<file path="config.mk">
export PLATFORM = sky130hd
export DESIGN_NAME = rv32i_encoder_loader
export DESIGN_NICKNAME = d
export VERILOG_FILES = /design/src/rtl/rv32i_pkg.sv /design/src/rtl/sync_fifo.sv /design/src/rtl/rv32i_encoder_loader.sv
export SDC_FILE = /design/constraint.sdc
export NUM_CORES = 1
export LEC_CHECK = 0
export BUFFER_PORTS_ARGS = -buffer_cell sky130_fd_sc_hd__buf_2
export CORE_MARGIN = 3
export CORE_UTILIZATION = 50
export DETAILED_ROUTE_END_ITERATION = 12
export PLACE_DENSITY = 0.73
export SYNTH_ARGS = -nofsm -noshare
export SYNTH_HDL_FRONTEND = slang
export SYNTH_SLANG_ARGS = --single-unit
</file>
<file path="constraint.sdc">
create_clock -name clk -period 9.7 [get_ports clk]
set_input_delay 1.94 -clock clk [delete_from_list [all_inputs] [get_ports clk]]
set_output_delay 1.94 -clock clk [all_outputs]
set_load 0.01 [all_outputs]
</file>
<file path="src/rtl/rv32i_pkg.sv">
//------------------------------------------------------------------------------
// rv32i_pkg : RV32I format, opcode and funct constants shared with the decoder
// Revision  : 1.0
//------------------------------------------------------------------------------
`default_nettype none

package rv32i_pkg;

  typedef enum logic [2:0] {
    FMT_R = 3'd0,
    FMT_I = 3'd1,
    FMT_S = 3'd2,
    FMT_B = 3'd3,
    FMT_U = 3'd4,
    FMT_J = 3'd5
  } fmt_e;

  localparam logic [6:0] OP_OP     = 7'b0110011;
  localparam logic [6:0] OP_IMM    = 7'b0010011;
  localparam logic [6:0] OP_LOAD   = 7'b0000011;
  localparam logic [6:0] OP_STORE  = 7'b0100011;
  localparam logic [6:0] OP_BRANCH = 7'b1100011;
  localparam logic [6:0] OP_JAL    = 7'b1101111;
  localparam logic [6:0] OP_JALR   = 7'b1100111;
  localparam logic [6:0] OP_LUI    = 7'b0110111;
  localparam logic [6:0] OP_AUIPC  = 7'b0010111;

  localparam logic [2:0] F3_ADD_SUB = 3'b000;
  localparam logic [2:0] F3_SLL     = 3'b001;
  localparam logic [2:0] F3_SLT     = 3'b010;
  localparam logic [2:0] F3_SLTU    = 3'b011;
  localparam logic [2:0] F3_XOR     = 3'b100;
  localparam logic [2:0] F3_SRL_SRA = 3'b101;
  localparam logic [2:0] F3_OR      = 3'b110;
  localparam logic [2:0] F3_AND     = 3'b111;

  localparam logic [6:0] F7_BASE = 7'b0000000;
  localparam logic [6:0] F7_ALT  = 7'b0100000;

  // Immediate shifts carry funct7 in the upper bits and a 5-bit shamt.
  function automatic logic is_shift_imm(input logic [6:0] op, input logic [2:0] f3);
    return (op == OP_IMM) && ((f3 == F3_SLL) || (f3 == F3_SRL_SRA));
  endfunction

endpackage

`default_nettype wire

</file>
<file path="src/rtl/sync_fifo.sv">
//------------------------------------------------------------------------------
// sync_fifo : single-clock FIFO, power-of-two depth, flush has priority
// Revision  : 1.0
//------------------------------------------------------------------------------
`default_nettype none

module sync_fifo #(
  parameter int WIDTH = 32,
  parameter int DEPTH = 4
) (
  input  logic             clk,
  input  logic             rst,
  input  logic             flush,
  input  logic             push,
  input  logic             pop,
  input  logic [WIDTH-1:0] wdata,
  output logic [WIDTH-1:0] rdata,
  output logic             full,
  output logic             empty
);

  localparam int PTR_W = $clog2(DEPTH);

  logic [WIDTH-1:0] mem [DEPTH];
  logic [PTR_W:0]   wr_ptr;
  logic [PTR_W:0]   rd_ptr;
  logic             do_push;
  logic             do_pop;

  // Extra pointer MSB distinguishes full from empty when the indices match.
  assign empty   = (wr_ptr == rd_ptr);
  assign full    = (wr_ptr[PTR_W] != rd_ptr[PTR_W]) &&
                   (wr_ptr[PTR_W-1:0] == rd_ptr[PTR_W-1:0]);
  assign do_push = push && !full && !flush;
  assign do_pop  = pop && !empty && !flush;
  assign rdata   = mem[rd_ptr[PTR_W-1:0]];

  always_ff @(posedge clk) begin
    if (rst || flush) begin
      wr_ptr <= '0;
      rd_ptr <= '0;
    end else begin
      if (do_push) wr_ptr <= wr_ptr + (PTR_W+1)'(1);
      if (do_pop)  rd_ptr <= rd_ptr + (PTR_W+1)'(1);
    end
  end

  always_ff @(posedge clk) begin
    if (do_push) mem[wr_ptr[PTR_W-1:0]] <= wdata;
  end

endmodule

`default_nettype wire

</file>
<file path="src/rtl/rv32i_encoder_loader.sv">
//------------------------------------------------------------------------------
// rv32i_encoder_loader : packs RV32I fields into words and streams them to imem
// Revision             : 1.0
//------------------------------------------------------------------------------
`default_nettype none

module rv32i_encoder_loader
  import rv32i_pkg::*;
#(
  parameter int                DEPTH     = 4,
  parameter int                ADDR_W    = 32,
  parameter logic [ADDR_W-1:0] BASE_ADDR = '0
) (
  input  logic              clk,
  input  logic              rst,
  input  logic              start,
  input  logic              in_valid,
  output logic              in_ready,
  input  logic [2:0]        fmt,
  input  logic [6:0]        opcode,
  input  logic [2:0]        funct3,
  input  logic [6:0]        funct7,
  input  logic [4:0]        rd,
  input  logic [4:0]        rs1,
  input  logic [4:0]        rs2,
  input  logic [31:0]       imm,
  output logic              imem_we,
  input  logic              imem_ready,
  output logic [ADDR_W-1:0] imem_addr,
  output logic [31:0]       imem_wdata,
  output logic [15:0]       words_written,
  output logic              err,
  output logic [7:0]        err_count,
  output logic              busy
);

  logic [31:0]       enc_word;
  logic              reject;
  logic              shift_form;
  logic              fits_i12;
  logic              fits_b13;
  logic              fits_j21;
  logic              fits_shamt;
  logic              accept;
  logic              push;
  logic              pop;
  logic              bad_bundle;
  logic              fifo_full;
  logic              fifo_empty;
  logic [31:0]       fifo_head;
  logic [ADDR_W-1:0] addr;

  // Sign-extension tests: every bit above the field's sign bit must match it.
  assign fits_i12   = (imm[31:11] == '0) || (imm[31:11] == '1);
  assign fits_b13   = (imm[31:12] == '0) || (imm[31:12] == '1);
  assign fits_j21   = (imm[31:20] == '0) || (imm[31:20] == '1);
  assign fits_shamt = (imm[31:5] == '0);
  assign shift_form = is_shift_imm(opcode, funct3);

  always_comb begin
    enc_word = '0;
    reject   = 1'b0;
    case (fmt)
      FMT_R: enc_word = {funct7, rs2, rs1, funct3, rd, opcode};
      FMT_I: begin
        if (shift_form) begin
          enc_word = {funct7, imm[4:0], rs1, funct3, rd, opcode};
          reject   = !fits_shamt;
        end else begin
          enc_word = {imm[11:0], rs1, funct3, rd, opcode};
          reject   = !fits_i12;
        end
      end
      FMT_S: begin
        enc_word = {imm[11:5], rs2, rs1, funct3, imm[4:0], opcode};
        reject   = !fits_i12;
      end
      FMT_B: begin
        enc_word = {imm[12], imm[10:5], rs2, rs1, funct3, imm[4:1], imm[11], opcode};
        reject   = !fits_b13 || imm[0];
      end
      FMT_U: enc_word = {imm[31:12], rd, opcode};
      FMT_J: begin
        enc_word = {imm[20], imm[10:1], imm[11], imm[19:12], rd, opcode};
        reject   = !fits_j21 || imm[0];
      end
      default: reject = 1'b1;
    endcase
  end

  assign in_ready   = !fifo_full;
  assign accept     = in_valid && in_ready && !start;
  assign push       = accept && !reject;
  assign bad_bundle = accept && reject;
  assign imem_we    = !fifo_empty;
  assign pop        = imem_we && imem_ready && !start;
  assign busy       = !fifo_empty;
  assign imem_addr  = addr;
  assign imem_wdata = fifo_empty ? 32'h0 : fifo_head;

  sync_fifo #(
    .WIDTH (32),
    .DEPTH (DEPTH)
  ) u_fifo (
    .clk   (clk),
    .rst   (rst),
    .flush (start),
    .push  (push),
    .pop   (pop),
    .wdata (enc_word),
    .rdata (fifo_head),
    .full  (fifo_full),
    .empty (fifo_empty)
  );

  always_ff @(posedge clk) begin
    if (rst || start) begin
      addr          <= BASE_ADDR;
      words_written <= '0;
      err           <= 1'b0;
      err_count     <= '0;
    end else begin
      if (pop) begin
        addr          <= addr + ADDR_W'(4);
        words_written <= words_written + 16'd1;
      end
      if (bad_bundle) begin
        err <= 1'b1;
        if (err_count != 8'hFF) err_count <= err_count + 8'd1;
      end
    end
  end

endmodule

`default_nettype wire

</file>
# After elaboration in Yosys (flattened, before gate mapping)
# Memories as Yosys holds them, arrays and structs flattened. A register that Yosys moved wholly into a read port is not among the register bits.
# Index checks and enable logic that the tools add are counted.
[word_totals] reg_bits=63 ram_bits=128 in_bits=72 output_inout_bits=92 wordCells=70 mem_count=1
[classes] n_addsub=5 n_eq_ne=15 mux=9 reduce_logical=34
[mem_list] memory="u_fifo.mem" depth=4 word_bits=32 read_ports=1 rd_ports_with_merged_regs=1 write_ports=1 line="sync_fifo.sv:24" source="logic [WIDTH-1:0] mem [DEPTH];"
[op_table] cell="$pmux 32 s6" count=1
[op_table] cell="$mux 32" count=2
[op_table] cell="$add 32x3->32 const B" count=1
[op_table] cell="$logic_not 27->1" count=1
[op_table] cell="$eq 21x21->1 const B" count=1
[op_table] cell="$logic_not 21->1" count=1
[op_table] cell="$eq 20x20->1 const B" count=1
[op_table] cell="$logic_not 20->1" count=1
[op_table] cell="$add 16x1->16 const B" count=1
[op_table] cell="$eq 12x12->1 const B" count=1
[op_table] cell="$logic_and 1x1->1" count=12
[op_table] cell="$logic_not 12->1" count=1
[op_table] cell="$eq 3x3->1 const B" count=3
[op_table] cell="$add 8x1->8 const B" count=1
[op_table] cell="$logic_not 1->1" count=8
[op_table] cell="$ne 8x8->1 const B" count=1
[op_table] cell="$eq 7x5->1 const B" count=1
[op_table] cell="$logic_or 1x1->1" count=7
[op_table] cell="$add 3x1->3 const B" count=2
[op_table] cell="$eq 3x1->1 const B" count=2
[op_table] cell="$eq 3x2->1 const B" count=2
[op_table] cell="$pmux 1 s5" count=1
[op_table] cell="$mux 2" count=2
[op_table] cell="$eq 3x3->1" count=1
[op_table] cell="other kinds (6)" count=8

# Longest topological paths before layout
[logic_depth] ltp_word=11 mapped_depth=8 depth_no_buf=7

# By module
# Synthesis repeated with hierarchy kept, for this count alone.
[hier_totals] cells_unflattened=688 area_unflattened_um2=8703.3
[modules_own_cells] module="sync_fifo" instances=1 cells_per_inst=237 area_per_inst_um2=5187.5 seq_area_each_um2=4003.8
[modules_own_cells] module="rv32i_encoder_loader" instances=1 cells_per_inst=451 area_per_inst_um2=3515.9 seq_area_each_um2=1101.1

# Least setup slack after synthesis
# Ideal clock, no wire load.
[synth_timing] kind="input-to-reg" startpoint="in imm[21]" endpoint="mem u_fifo.mem[0][0] (enable)" setup_ns=0.421 arrival_time_ns=4.406 required_ns=9.279 path_slack_ns=4.873 stages=6 n_path_buf=0 cell_sequence="nor4_1 -> nand3_1 -> a211o_1 -> a31oi_1 -> o211ai_1 -> nor2_1"
[synth_via] elab_chain_cells=11 word_cells_on_any_way=24 classes_between="eq/ne (3); mux (4); reduce/logical (17)"
[synth_rtl] item="start: declaration" line="rv32i_encoder_loader.sv:26" source="input logic [31:0] imm,"
[synth_rtl] item="$eq 21x21->1, or another cell as far along" line="rv32i_encoder_loader.sv:54" source="assign fits_i12 = (imm[31:11] == '0) || (imm[31:11] == '1);"
[synth_rtl] item="$logic_or 1x1->1 (on tied branches)" line="rv32i_encoder_loader.sv:54, rv32i_encoder_loader.sv:55, rv32i_encoder_loader.sv:56"
[synth_rtl] item="$logic_not 1->1 (on tied branches)"
[synth_rtl] item="$mux 1, or another cell as far along" line="rv32i_encoder_loader.sv:66" source="if (shift_form) begin"
[synth_rtl] item="$pmux 1 s5 (*)" line="rv32i_encoder_loader.sv:63" source="case (fmt)"
[synth_rtl] item="$logic_not 1->1 (*)" line="rv32i_encoder_loader.sv:93" source="assign push = accept && !reject;"
[synth_rtl] item="$logic_and 1x1->1 (*)" line="rv32i_encoder_loader.sv:93"
[synth_rtl] item="$logic_and 1x1->1 (*) (2 in series)" line="sync_fifo.sv:34" source="assign do_push = push && !full && !flush;"
[synth_rtl] item="$mux 1 (*)" line="sync_fifo.sv:49" source="if (do_push) mem[wr_ptr[PTR_W-1:0]] <= wdata;"
[synth_rtl] item="$mux 1 (implied by the code) (*)" line="sync_fifo.sv:49"
[synth_rtl] item="end: declaration" line="sync_fifo.sv:24"
# Every way passes the cells marked *; elsewhere a longest branch is shown, timed or not.

# Worst setup path in the final report
[layout_timing] startpoint="in fmt[2]" endpoint="mem u_fifo.mem[1][4] (enable)"
[layout_via] elab_chain_cells=9 word_cells_on_any_way=14 classes_between="eq/ne (5); mux (3); reduce/logical (6)"
[layout_rtl] item="start: declaration" line="rv32i_encoder_loader.sv:19" source="input logic [2:0] fmt,"
[layout_rtl] item="$eq 3x3->1 / $logic_not 3->1 (equally long branches)" line="rv32i_encoder_loader.sv:63"
[layout_rtl] item="$reduce_or 2->1 (no source line)"
[layout_rtl] item="$pmux 1 s5 (*)" line="rv32i_encoder_loader.sv:63"
[layout_rtl] item="$logic_not 1->1 (*)" line="rv32i_encoder_loader.sv:93"
[layout_rtl] item="$logic_and 1x1->1 (*)" line="rv32i_encoder_loader.sv:93"
[layout_rtl] item="$logic_and 1x1->1 (*) (2 in series)" line="sync_fifo.sv:34"
[layout_rtl] item="$mux 1 (*)" line="sync_fifo.sv:49"
[layout_rtl] item="$mux 1 (implied by the code) (*)" line="sync_fifo.sv:49"
# Marked as above.

==> flow_summary.json <==
{
  "status": "completed",
  "antenna_found_initial": 0,
  "cts_made_buffers": 17,
  "vdd_drop_max_uv": 135.1,
  "die_area_um2": 18530,
  "crit_type": "primary input to flop",
  "fin_nets": 893,
  "hold_buffers": 0,
  "row_count": 46,
  "leakagePower_nw": 3.702,
  "drv_slew": 0,
  "pin_count": 164,
  "r2r_start": "u_fifo.wr_ptr[0]$_SDFFE_PP0P_",
  "worstPathCellList": "buf_2 -> nor2b_1 -> o21ai_0 -> a31oi_1 -> o211ai_1 -> nor2_4",
  "area_delta_synth_final_pct": 18.65,
  "drive_gt1_share_pct": 30.87,
  "antenna_cells": 0,
  "fin_crit_ns": 4.783,
  "postCtsSetupRepairBufs": 0,
  "finalHoldViolations": 0,
  "die_x_um": 136.1,
  "ys_seq_elements": 191,
  "cts_tree": "built",
  "grt_pass1_vias": 5979,
  "slew_headroom_pct": 26.28,
  "wl_per_cell_um": 18.40,
  "required_ns": 9.75,
  "ff2ff_path_depth": 6,
  "synth_area_um2": 8466,
  "cp.arrival_ns": 4.83,
  "ant_nets": 0,
  "dpl-instance-area_um2": 9459,
  "grt_overflow": 0,
  "place_ws_ns": 4.467,
  "holdWs_ns": 0.4886,
  "fmax_mhz": 209.1,
  "hp-class": "flop to flop",
  "vias": 5842,
  "firstDrtPassIters": 6,
  "slowest_stage": "nor2_4",
  "crit_fanout": 32,
  "design_area_um2": 10040,
  "period_share_pct": 49.31,
  "r2r_slack_ns": 6.64,
  "clk_latency_ns": 0.43,
  "drtIter0Drc": 432,
  "ys_async_sr_fraction_pct": 0,
  "via_per_inst": 5.607,
  "postSynthAreaPerCell_um2": 12.87,
  "drv_cap": 0,
  "synth_cell_types": 64,
  "synth-main-ff-cell": "edfxtp_1",
  "route.detailed.drc": 0,
  "syn_inst": 658,
  "startpoint_type": "primary input",
  "n_fill_cell": 1310,
  "gr-usage-all-layers_pct": 21.57,
  "clk_path_buf_depth": 2,
  "clk_root_buffer_cell": "clkbuf_16",
  "p_per_area_nw_per_um2": 164.8,
  "start_util_pct": 52.16,
  "fp.dieH_um": 136.1,
  "timing.critical_path.to_type": "flop",
  "ctsResizeCount": 0,
  "finClkSkew_ns": 0.007196,
  "coreArea_um2": 16230,
  "worstHoldEndpoint": "imem_addr[3]$_SDFFE_PP0P_",
  "setup_viol": 0,
  "grt_max_degree": 62,
  "io_buffers": 161,
  "utilization_pct": 61.89,
  "tightestPinTransition_ns": 1.106,
  "max_stage_delay_ns": 0.93,
  "routed_wl_um": 19170,
  "tns_ns": 0,
  "clkTransAtPathRegs_ns": 0.07,
  "cts.htree.levels": 4,
  "rsz0062_at_grt": "false",
  "min-delay-start": "imem_addr[3]$_SDFFE_PP0P_",
  "whs_path_depth": 2,
  "ys_seq_area_share_pct": 60.30,
  "finalWeightedCongestion": 0.8916,
  "yosysWarnings": 0,
  "synth_edf_count": 128,
  "grt_pass1_wl_um": 30790,
  "setup_ws_ns": 4.917,
  "rr_endpoint": "u_fifo.mem[1][4]$_DFFE_PP_",
  "cts_sinks": 191,
  "dpl.hpwl_um": 13270
}
## flip-flops by register name, summed over array words and instances, names as in the netlist, named ones only
| register | flops |
|---|---|
| err_count | 8 |
| u_fifo.mem | 128 |
| u_fifo.wr_ptr | 3 |
| err | 1 |
| words_written | 16 |
| u_fifo.rd_ptr | 3 |
| imem_addr | 30 |
## worst max path at each step
stage                       start                          end  slack (ns)  cells past startpoint
after floorplan           imm[21]   u_fifo.mem[0][0]$_DFFE_PP_        4.87                      6
after global placement     fmt[2]   u_fifo.mem[2][4]$_DFFE_PP_        4.64                      6
after detailed placement   fmt[2]   u_fifo.mem[1][4]$_DFFE_PP_        4.47                      6
after CTS                  fmt[2]  u_fifo.mem[1][21]$_DFFE_PP_        4.92                      6
after global routing       fmt[2]   u_fifo.mem[1][4]$_DFFE_PP_        4.64                      6
final                      fmt[2]   u_fifo.mem[1][4]$_DFFE_PP_        4.92                      6
## layout by cell type (no fill, tap or decap), types with 6 or more instances in the layout
| cell type | netlist | final |
|---|---|---|
| a21oi_1 | 19 | 19 |
| a222oi_1 | 6 | 6 |
| and2_1 | 8 | 8 |
| and3_1 | 10 | 10 |
| buf_2 | 5 | 161 |
| clkbuf_16 | 0 | 17 |
| dfxtp_1 | 63 | 62 |
| edfxtp_1 | 128 | 128 |
| ha_1 | 8 | 8 |
| inv_1 | 29 | 29 |
| inv_6 | 0 | 8 |
| mux4_2 | 32 | 32 |
| nand2_1 | 44 | 44 |
| nand3_1 | 19 | 19 |
| nand4_1 | 17 | 17 |
| nor2_1 | 56 | 53 |
| nor2b_1 | 36 | 36 |
| nor4_1 | 8 | 8 |
| o21ai_0 | 26 | 26 |
| or3_1 | 9 | 9 |
| xnor2_1 | 17 | 17 |
| xor2_1 | 25 | 25 |
## cells in the mapped netlist, drive strengths merged, types with 2 or more instances
| library cell | count | share of area [%] |
|---|---|---|
| a21oi | 19 | 1.1 |
| a222oi | 6 | 0.71 |
| a22o | 5 | 0.52 |
| a22oi | 5 | 0.44 |
| and2 | 9 | 0.68 |
| and3 | 11 | 0.87 |
| and4 | 2 | 0.21 |
| buf | 10 | 0.83 |
| clkbuf | 20 | 0.89 |
| dfxtp | 63 | 15 |
| edfxtp | 128 | 45 |
| ha | 8 | 1.2 |
| inv | 29 | 1.3 |
| mux2 | 3 | 0.40 |
| mux4 | 32 | 8.5 |
| nand2 | 44 | 2.0 |
| nand3 | 21 | 1.4 |
| nand3b | 2 | 0.22 |
| nand4 | 17 | 1.3 |
| nor2 | 57 | 2.6 |
| nor2b | 36 | 2.7 |
| nor3 | 7 | 0.47 |
| nor4 | 8 | 0.59 |
| nor4b | 2 | 0.46 |
| o21a | 2 | 0.18 |
| o21ai | 26 | 1.5 |
| o31a | 3 | 0.33 |
| o31ai | 6 | 0.59 |
| or3 | 10 | 0.80 |
| or4 | 5 | 0.44 |
| xnor2 | 17 | 1.8 |
| xor2 | 27 | 3.0 |
## report_power, final
group / leakage, nW / internal (mW) / switching (mW)
clock: 0.284 / 0.367 / 0.323
sequential: 1.67 / 0.878 / 0.00180
combinational: 1.74 / 0.0321 / 0.0528
total: 3.70 / 1.28 / 0.378
## kinds of logic after synthesis
group                      count (synthesis)  share of synthesized area, %
and+or+nand+nor                          236                         15.08
DFF                                      191                         60.30
AOI/OAI and AO/OA                         83                         6.636
buffers and inverters                     59                         3.000
xor gates and xnor gates                  44                         4.729
muxes                                     36                         9.030
adders and majority gates                  8                         1.182
other                                      1                       0.04430
## per-layer routing
| layer | GRT usage [%] | share of wire, % | up-vias |
|---|---|---|---|
| met1 | 26.26 | 39 | 2848 |
| met2 | 37.04 | 51 | 212 |
| met3 | 5.959 | 7.4 | 33 |
| met4 | 7.503 | 2.2 | 0 |
| met5 | 0 | 0 | - |
| li1 | - | - | 2749 |
## layout make-up
cell class              count  area, um^2  share of cell area [%]
flip-flops and latches    191        5106                   50.83
inverters                  29       108.9                   1.084
repair buffers            165       835.8                   8.321
clock inverters            15       160.2                   1.594
clock buffers              17       425.4                   4.235
multi-input cells         409        3138                   31.24
well taps                 216       270.3                   2.691
## critical path, delay by kind of cell
kind,cells,cell delay [ns]
AND/OR/NAND/NOR,2,1.66
AO/OA/AOI/OAI,3,0.92
buffers and inverters,1,0.30
## stage by stage
stage	cells	total power, mW
2_1_floorplan	659	0.9456
3_3_place_gp	1010	0.9782
3_5_place_dp	1010	0.9822
4_1_cts	1042	1.668
5_1_grt	1042	1.707
6_report	1042	1.655
Power figures use the tool's default switching activity.
